## src/rtl/spi_target_sync_if.sv

```systemverilog
// Local-side byte interface of spi_target_sync: transmit and receive
// valid/ready handshakes plus the frame-in-progress status.
// slave  : the SPI target end (drives tx_ready, rx_data, rx_valid, busy)
// master : the local logic feeding and draining the target
interface spi_target_sync_if #(
    parameter int DW = 8
);
    logic [DW-1:0] tx_data;
    logic          tx_valid;
    logic          tx_ready;
    logic [DW-1:0] rx_data;
    logic          rx_valid;
    logic          rx_ready;
    logic          busy;

    modport slave (
        input  tx_data, tx_valid, rx_ready,
        output tx_ready, rx_data, rx_valid, busy
    );

    modport master (
        output tx_data, tx_valid, rx_ready,
        input  tx_ready, rx_data, rx_valid, busy
    );
endinterface

```

## src/rtl/spi_target_sync.sv

```systemverilog
// SPI mode 1 (CPOL=0, CPHA=1) target, LSB first, oversampled on clk.
// sclk/ss/mosi are synchronized, edges are turned into registered one-cycle
// pulses, and a full-duplex frame is shifted on those pulses. Bytes move to
// and from local logic through a one-deep transmit holder and a receive
// register with valid/ready handshakes.
// Optional feature macro SPI_TGT_OVR_EN: on overrun keep the pending byte,
// drop the new one and raise a sticky ovr flag; without it the new byte
// overwrites the pending one.
module spi_target_sync #(
    parameter int DW          = 8,
    parameter int SYNC_STAGES = 2
) (
    input  logic               clk,
    input  logic               rst_n,
    input  logic               sclk,
    input  logic               ss,
    input  logic               mosi,
    output logic               miso,
    spi_target_sync_if.slave   bus
`ifdef SPI_TGT_OVR_EN
    ,
    output logic               ovr
`endif
);
    localparam int CW = $clog2(DW);

    typedef enum logic {IDLE, SHIFT} state_t;

    state_t                 state, state_nx;
    logic [SYNC_STAGES-1:0] sclk_sync, ss_sync, mosi_sync;
    logic                   sclk_s, ss_s, mosi_s;
    logic                   sclk_prev, ss_prev;
    logic                   sclk_rise, sclk_fall, ss_fall, ss_rise;
    logic [CW-1:0]          cnt;
    logic                   last_bit;
    logic [DW-1:0]          tx_shift, rx_shift, rx_frame;
    logic [DW-1:0]          hold_data;
    logic                   hold_full;
    logic [DW-1:0]          rx_data_q;
    logic                   rx_valid_q;
    logic                   load, deliver, leave;

    assign sclk_s = sclk_sync[SYNC_STAGES-1];
    assign ss_s   = ss_sync[SYNC_STAGES-1];
    assign mosi_s = mosi_sync[SYNC_STAGES-1];

    // Synchronizers, then registered edge pulses (ss resets high so a
    // released reset never looks like a select edge while ss is idle).
    always_ff @(posedge clk or negedge rst_n) begin
        if (!rst_n) begin
            sclk_sync <= '0;
            ss_sync   <= '1;
            mosi_sync <= '0;
            sclk_prev <= 1'b0;
            ss_prev   <= 1'b1;
            sclk_rise <= 1'b0;
            sclk_fall <= 1'b0;
            ss_fall   <= 1'b0;
            ss_rise   <= 1'b0;
        end else begin
            sclk_sync <= {sclk_sync[SYNC_STAGES-2:0], sclk};
            ss_sync   <= {ss_sync[SYNC_STAGES-2:0], ss};
            mosi_sync <= {mosi_sync[SYNC_STAGES-2:0], mosi};
            sclk_prev <= sclk_s;
            ss_prev   <= ss_s;
            sclk_rise <= sclk_s & ~sclk_prev;
            sclk_fall <= ~sclk_s & sclk_prev;
            ss_fall   <= ~ss_s & ss_prev;
            ss_rise   <= ss_s & ~ss_prev;
        end
    end

    // State register.
    always_ff @(posedge clk or negedge rst_n) begin
        if (!rst_n) state <= IDLE;
        else        state <= state_nx;
    end

    // Next state plus load/deliver/leave strobes; the DW-th falling edge
    // reloads and stays in SHIFT so back-to-back frames need no ss toggle.
    always_comb begin
        state_nx = state;
        load     = 1'b0;
        deliver  = 1'b0;
        leave    = 1'b0;
        last_bit = (cnt == CW'(DW - 1));
        case (state)
            IDLE: begin
                if (ss_fall) begin
                    state_nx = SHIFT;
                    load     = 1'b1;
                end
            end
            SHIFT: begin
                if (ss_rise) begin
                    state_nx = IDLE;
                    leave    = 1'b1;
                end else if (sclk_fall && last_bit) begin
                    load    = 1'b1;
                    deliver = 1'b1;
                end
            end
            default: state_nx = IDLE;
        endcase
    end

    // Receive shifter with the bit landing this cycle merged in.
    always_comb begin
        rx_frame      = rx_shift;
        rx_frame[cnt] = mosi_s;
    end

    // Bit counter, miso and the two shifters. A mid-frame ss rise simply
    // parks everything; the partial rx bits are never delivered.
    always_ff @(posedge clk or negedge rst_n) begin
        if (!rst_n) begin
            cnt      <= '0;
            miso     <= 1'b0;
            tx_shift <= '0;
            rx_shift <= '0;
        end else begin
            if (state == IDLE || leave) begin
                cnt  <= '0;
                miso <= 1'b0;
            end else begin
                if (sclk_rise) miso <= tx_shift[cnt];
                if (sclk_fall) begin
                    rx_shift <= rx_frame;
                    cnt      <= last_bit ? '0 : cnt + 1'b1;
                end
            end
            if (load) tx_shift <= hold_full ? hold_data : '0;
        end
    end

    // Transmit holder: a load drains it, otherwise an accepted write fills
    // it; a write alongside a load of an empty holder waits for next frame.
    always_ff @(posedge clk or negedge rst_n) begin
        if (!rst_n) begin
            hold_full <= 1'b0;
            hold_data <= '0;
        end else if (load && hold_full) begin
            hold_full <= 1'b0;
        end else if (bus.tx_valid && !hold_full) begin
            hold_data <= bus.tx_data;
            hold_full <= 1'b1;
        end
    end

    // Receive register and overrun policy.
    always_ff @(posedge clk or negedge rst_n) begin
        if (!rst_n) begin
            rx_data_q  <= '0;
            rx_valid_q <= 1'b0;
`ifdef SPI_TGT_OVR_EN
            ovr        <= 1'b0;
`endif
        end else begin
            if (rx_valid_q && bus.rx_ready) rx_valid_q <= 1'b0;
            if (deliver) begin
`ifdef SPI_TGT_OVR_EN
                if (rx_valid_q && !bus.rx_ready) begin
                    ovr <= 1'b1;
                end else begin
                    rx_data_q  <= rx_frame;
                    rx_valid_q <= 1'b1;
                end
`else
                rx_data_q  <= rx_frame;
                rx_valid_q <= 1'b1;
`endif
            end
        end
    end

    assign bus.tx_ready = ~hold_full;
    assign bus.rx_data  = rx_data_q;
    assign bus.rx_valid = rx_valid_q;
    assign bus.busy     = (state == SHIFT) && (cnt != '0);
endmodule

```

## src/flat_wrapper.sv

```systemverilog
// flat-port wrapper written by rule: the top's interface ports become plain ports
module spi_target_sync_flat 
#(
    parameter int DW          = 8,
    parameter int SYNC_STAGES = 2
)
  (clk, rst_n, sclk, ss, mosi, miso, bus_tx_data, bus_tx_valid, bus_rx_ready, bus_tx_ready, bus_rx_data, bus_rx_valid, bus_busy);
  spi_target_sync_if #(.DW(DW)) bus_i ();
  input  logic clk;
  input  logic rst_n;
  input  logic sclk;
  input  logic ss;
  input  logic mosi;
  output logic miso;
  input wire logic [$bits(bus_i.tx_data)-1:0] bus_tx_data;
  input wire logic [$bits(bus_i.tx_valid)-1:0] bus_tx_valid;
  input wire logic [$bits(bus_i.rx_ready)-1:0] bus_rx_ready;
  output wire logic [$bits(bus_i.tx_ready)-1:0] bus_tx_ready;
  output wire logic [$bits(bus_i.rx_data)-1:0] bus_rx_data;
  output wire logic [$bits(bus_i.rx_valid)-1:0] bus_rx_valid;
  output wire logic [$bits(bus_i.busy)-1:0] bus_busy;
  assign bus_i.tx_data = bus_tx_data;
  assign bus_i.tx_valid = bus_tx_valid;
  assign bus_i.rx_ready = bus_rx_ready;
  assign bus_tx_ready = bus_i.tx_ready;
  assign bus_rx_data = bus_i.rx_data;
  assign bus_rx_valid = bus_i.rx_valid;
  assign bus_busy = bus_i.busy;
  spi_target_sync #(.DW(DW), .SYNC_STAGES(SYNC_STAGES)) u_core (.clk(clk), .rst_n(rst_n), .sclk(sclk), .ss(ss), .mosi(mosi), .miso(miso), .bus(bus_i));
endmodule
```

## config.mk

```make
export PLATFORM = sky130hd
export DESIGN_NAME = spi_target_sync_flat
export DESIGN_NICKNAME = d
export VERILOG_FILES = /design/src/rtl/spi_target_sync_if.sv /design/src/rtl/spi_target_sync.sv /design/src/flat_wrapper.sv
export SDC_FILE = /design/constraint.sdc
export NUM_CORES = 1
export LEC_CHECK = 0
export CAP_MARGIN = 20
export CORE_UTILIZATION = 58
export CTS_CLUSTER_SIZE = 28
export DETAILED_ROUTE_END_ITERATION = 8
export MAX_ROUTING_LAYER = met4
export PLACE_DENSITY = 0.83
export SLEW_MARGIN = 20
export SYNTH_ARGS = -nofsm -noshare
export SYNTH_HDL_FRONTEND = slang
export SYNTH_SLANG_ARGS = --single-unit
```

## constraint.sdc

```tcl
create_clock -name clk -period 2.6 [get_ports clk]
set_input_delay 0.52 -clock clk [delete_from_list [all_inputs] [get_ports clk]]
set_output_delay 0.52 -clock clk [all_outputs]
set_load 0.01 [all_outputs]
```

After elaboration in Yosys (flattened, before gate mapping)
Index checks and enable logic that the tools add are counted.
{"block": "op_classes", "n_addsub": 1, "n_lt_le_gt_ge": 2, "n_eq_ne": 1, "mux": 24, "bitwise": 12, "n_reduce_logical": 15}
{"operator": "1-bit 2-to-1 mux", "n": 15}
{"operator": "3-bit 2-to-1 mux", "n": 3}
{"operator": "8-bit bitwise mux", "n": 1}
{"operator": "8-bit 2-to-1 mux", "n": 1}
{"operator": "1-bit inverter", "n": 8}
{"operator": "2-bit nonzero test", "n": 4}
{"operator": "1-bit logical AND", "n": 6}
{"operator": "1-bit bitwise AND", "n": 4}
{"operator": "3-bit by 4-bit less-than comparator with 1-bit output (second input constant)", "n": 1}
{"operator": "1-bit case mux with 2 select lines", "n": 2}
{"operator": "2-bit AND reduction", "n": 2}
{"operator": "3-bit by 1-bit adder with 3-bit output (second input constant)", "n": 1}
{"operator": "1-bit binary-select mux with 3-bit select", "n": 1}
{"operator": "1-bit demux with 3-bit select", "n": 1}
{"operator": "3-bit equality test (second input constant)", "n": 1}
{"operator": "3-bit by 1-bit greater-or-equal comparator with 1-bit output (second input constant)", "n": 1}
{"operator": "3-bit nonzero test", "n": 1}
{"operator": "1-bit zero test", "n": 1}
{"operator": "1-bit logical OR", "n": 1}
{"block": "word_totals", "ff_bits": 51, "input_bits": 15, "word_cells": 73}

Depth between registers and ports, before layout
{"block": "logic_depth", "word_depth": 8, "depth_mapped": 7}

Worst setup path after synthesis
No wires, ideal clock.
{"block": "synth_path", "kind": "flip-flop to output port", "start": "register u_core.cnt[1]", "end": "output port bus_busy", "t_arrival_ns": 1.206, "t_required_ns": 2.080, "path_slack_ns": 0.874, "stages_incl_launch_ff": 5, "path_buffers": 1, "path_cell_list": "dfrtp_1 -> clkbuf_1 -> inv_1 -> ha_1 -> a21boi_0"}
{"block": "synth_via", "elab_chain_len": 2}
{"element": "start: declaration", "line": "spi_target_sync.sv:34", "rtl": "logic [CW-1:0] cnt;"}
{"element": "start signal: assignment", "line": "spi_target_sync.sv:129", "rtl": "cnt <= last_bit ? '0 : cnt + 1'b1;"}
{"element": "3-bit nonzero test", "line": "spi_target_sync.sv:179", "rtl": "assign bus.busy = (state == SHIFT) && (cnt != '0);"}
{"element": "1-bit logical AND", "line": "spi_target_sync.sv:179"}
{"element": "end: declaration", "line": "flat_wrapper.sv:21", "rtl": "output wire logic [$bits(bus_i.busy)-1:0] bus_busy;"}
No other way between the ends.

Worst setup path in the final report
Same ends and word-level chain as after synthesis.

==> results.sh <==
export IMPL_status="finished, final reports clean"
export IMPL_antenna_found_initial=0
export IMPL_h_tree_depth=2
export IMPL_syn_area_per_cell_sq_um=11.7
export IMPL_tightest_slew_ns=0.515
export IMPL_dp_cells=250
export IMPL_synth_cells=184
export IMPL_first_global_vias=1381
export IMPL_ant_nets=0
export IMPL_pwr_density_cell_mw_per_mm2=715
export IMPL_dpl_cell_area_sq_mm=0.00246
export IMPL_drc=0
export IMPL_die_w_microns=62.9
export IMPL_relSlewSlack_pct=65.6
export IMPL_final_cells=258
export IMPL_setup_viol=0
export IMPL_area_growth_pct=19.2
export IMPL_grt_max_degree=52
export IMPL_startpoint="u_core.cnt[1]$_DFFE_PN0P_"
export IMPL_fin_crit_sh_pct=90.4
export IMPL_port_buffers=26
export IMPL_netlist_area_sq_mm=0.00215
export IMPL_path_max_fanout=13
export IMPL_clk_latency_ns=0.30
export IMPL_ys_ff_latch=51
export IMPL_crit_type="register to primary output"
export IMPL_cts_setup_buffers=0
export IMPL_hpwlAfterDp_microns=2420
export IMPL_routed_wirelength_microns=3420
export IMPL_place_gp_congestion=0.779
export IMPL_cp_start_kind="register"
export IMPL_ys_types=32
export IMPL_vias=1362
export IMPL_fillers=234
export IMPL_viasPerCell=5.28
export IMPL_first_pass_iters=4
export IMPL_min_path_type="primary input to asynchronous set/reset pin"
export IMPL_rsz0062_at_grt="false"
export IMPL_dieArea_sq_mm=0.00395
export IMPL_layout_min_cycle_time_ns=2.35
export IMPL_nNetsFinal=229
export IMPL_drv_slew=0
export IMPL_ys_warn_count=0
export IMPL_numCtsBuffers=5
export IMPL_syn_nets=202
export IMPL_hold_viol=0
export IMPL_antenna_cells=0
export IMPL_final_area_sq_mm=0.00256
export IMPL_cp_arrival_ns=1.83
export IMPL_register_area_sq_mm=0.00128
export IMPL_reg2reg_from="u_core.cnt[0]$_DFFE_PN0P_"
export IMPL_root_buffer="clkbuf_8"
export IMPL_core_area_sq_mm=0.00344
export IMPL_leakage_uw=0.00116
export IMPL_start_util_pct=62.4
export IMPL_die_y_microns=62.9
export IMPL_multi_input_area_sq_um=795
export IMPL_drt_iter0_drc=65
export IMPL_ys_seq_area_share_pct=59.6
export IMPL_cp_required_ns=2.08
export IMPL_drive_above_1_share_pct=15.6
export IMPL_cts_buffer_depth=2
export IMPL_ioPinCount=27
export IMPL_cts_tree="done"
export IMPL_end_kind="primary output"
export IMPL_yosys_area_top_type_share_pct=55.9
export IMPL_grt_use_total_pct=21.2
export IMPL_core_rowCount=21
export IMPL_clock_sinks=51
export IMPL_setup_tns_ns=0
export IMPL_synth_top_area_cell="dfrtp_1"
export IMPL_fmax_mhz=425
export IMPL_grt_pass1_wl_microns=6200
export IMPL_maxCapViolCount=0
export IMPL_hold_buffers=0
export IMPL_clk_pin_slew_ns=0.08
export IMPL_synthTopCellsByArea="dfrtp_1 56%, mux2i_1 6.5%, mux2_2 5.2%"
export IMPL_fin_skew_ns=0.00976
export IMPL_overflow=0
export IMPL_utilization_pct=74.4
export IMPL_max_vdd_ir_drop_uv=591
export IMPL_cts_resized=0
export IMPL_wl_per_cell_microns=13.3
==> worst paths after layout <==
check,to,slack (ns),cells past startpoint
worst max-delay path,bus_busy,0.25,4
worst min-delay path,u_core.state$_DFF_PN0_,0.19,2
worst max register to register,u_core.tx_shift[5]$_DFFE_PN0P_,0.83,7
worst min register to register,u_core.ss_sync[1]$_DFF_PN1_,0.35,0
max in group asynchronous,u_core.ss_sync[0]$_DFF_PN1_,2.12,2
min in group clk,u_core.ss_sync[1]$_DFF_PN1_,0.35,0
==> sequential cells by signal, indices dropped and copies added (netlist names) <==
| signal | count |
|---|---|
| u_core.ss_rise | 1 |
| u_core.cnt | 3 |
| u_core.state | 1 |
| u_core.sclk_prev | 1 |
| u_core.ss_fall | 1 |
| u_core.bus.rx_valid | 1 |
| u_core.bus.rx_data | 8 |
| u_core.mosi_sync | 2 |
| u_core.sclk_rise | 1 |
| u_core.ss_prev | 1 |
| u_core.ss_sync | 2 |
| u_core.rx_shift | 8 |
| u_core.tx_shift | 8 |
| u_core.hold_data | 8 |
| u_core.sclk_sync | 2 |
| u_core.hold_full | 1 |
| u_core.sclk_fall | 1 |
| u_core.miso | 1 |
==> per-stage QoR <==
| step | power [uW] | hold WS [ns] | setup slack [ns] |
|---|---|---|---|
| 2_1_floorplan | 1260 | 0.224 | 0.874 |
| 6_report | 1830 | 0.195 | 0.249 |
| 3_3_place_gp | 1350 | 0.332 | 0.553 |
| 4_1_cts | 1850 | 0.203 | 0.0988 |
| 5_1_grt | 1950 | 0.209 | 0.125 |
| 3_5_place_dp | 1380 | 0.335 | 0.445 |
==> cells by family (layout without fill, tap and decap cells) <==
| logic type | after synthesis | count (layout) | synth area share (%) |
|---|---|---|---|
| multiplexers | 30 | 30 | 15.1 |
| buffers and inverters | 17 | 45 | 3.44 |
| flip-flops | 51 | 51 | 59.6 |
| AND/OR/NAND/NOR | 58 | 58 | 13.6 |
| AO/OA/AOI/OAI | 25 | 25 | 6.52 |
| adder cells (fa/ha/maj) | 3 | 3 | 1.75 |
==> metal layers <==
layer	vias to the layer above	global-route usage (%)	routed length [microns]
li1	668	-	-
met1	662	25.0	1450
met2	23	35.3	1790
met3	9	4.38	102
met4	0	8.72	73
met5	-	-	0
==> area by class of cell <==
class	instances	share of cell area (%)
tap	46	2.25
sequential	51	50.0
inverter	7	1.12
clock buffer	8	3.91
timing repair buffer	30	11.6
multi-input combinational	116	31.0
==> Yosys cell counts, drive strengths merged <==
cell type / number
or2b: 1
a21boi: 1
mux2: 16
nand3b: 2
or4: 1
clkbuf: 6
a21o: 1
o21a: 1
o21ai: 20
nand3: 4
nor4: 1
o32ai: 1
inv: 7
dfrtp: 48
dfstp: 3
nand2: 25
ha: 3
nor3: 6
a211oi: 1
nand2b: 2
nor2b: 5
nor2: 10
buf: 4
nand4b: 1
mux2i: 14
==> worst max-delay path, stage by stage (launching register included) <==
cell and delay, ns:
dfrtp_2 0.49, inv_1 0.10, ha_1 0.19, a21boi_0 0.19, clkdlybuf4s50_1 0.56
==> placed cells by master, fill, tap and decap left out <==
cell / instances
a211oi_1: 1
a21boi_0: 1
a21o_1: 1
buf_12: 1
buf_2: 1
buf_4: 3
clkbuf_1: 1
clkbuf_8: 7
clkdlybuf4s50_1: 25
dfrtp_1: 47
dfrtp_2: 1
dfstp_2: 3
ha_1: 3
inv_1: 5
inv_2: 1
inv_4: 1
mux2_1: 5
mux2_2: 10
mux2_4: 1
mux2i_1: 14
nand2_1: 25
nand2b_1: 2
nand3_1: 4
nand3b_1: 1
nand3b_4: 1
nand4b_2: 1
nor2_1: 10
nor2b_1: 5
nor3_1: 6
nor4_1: 1
o21a_2: 1
o21ai_0: 4
o21ai_1: 16
o32ai_1: 1
or2b_1: 1
or4_4: 1
==> report_power, final <==
part	internal, uW	switching, uW
combinational	175	141
sequential	939	101
clock	243	233
(Power assumes the default switching activity.)
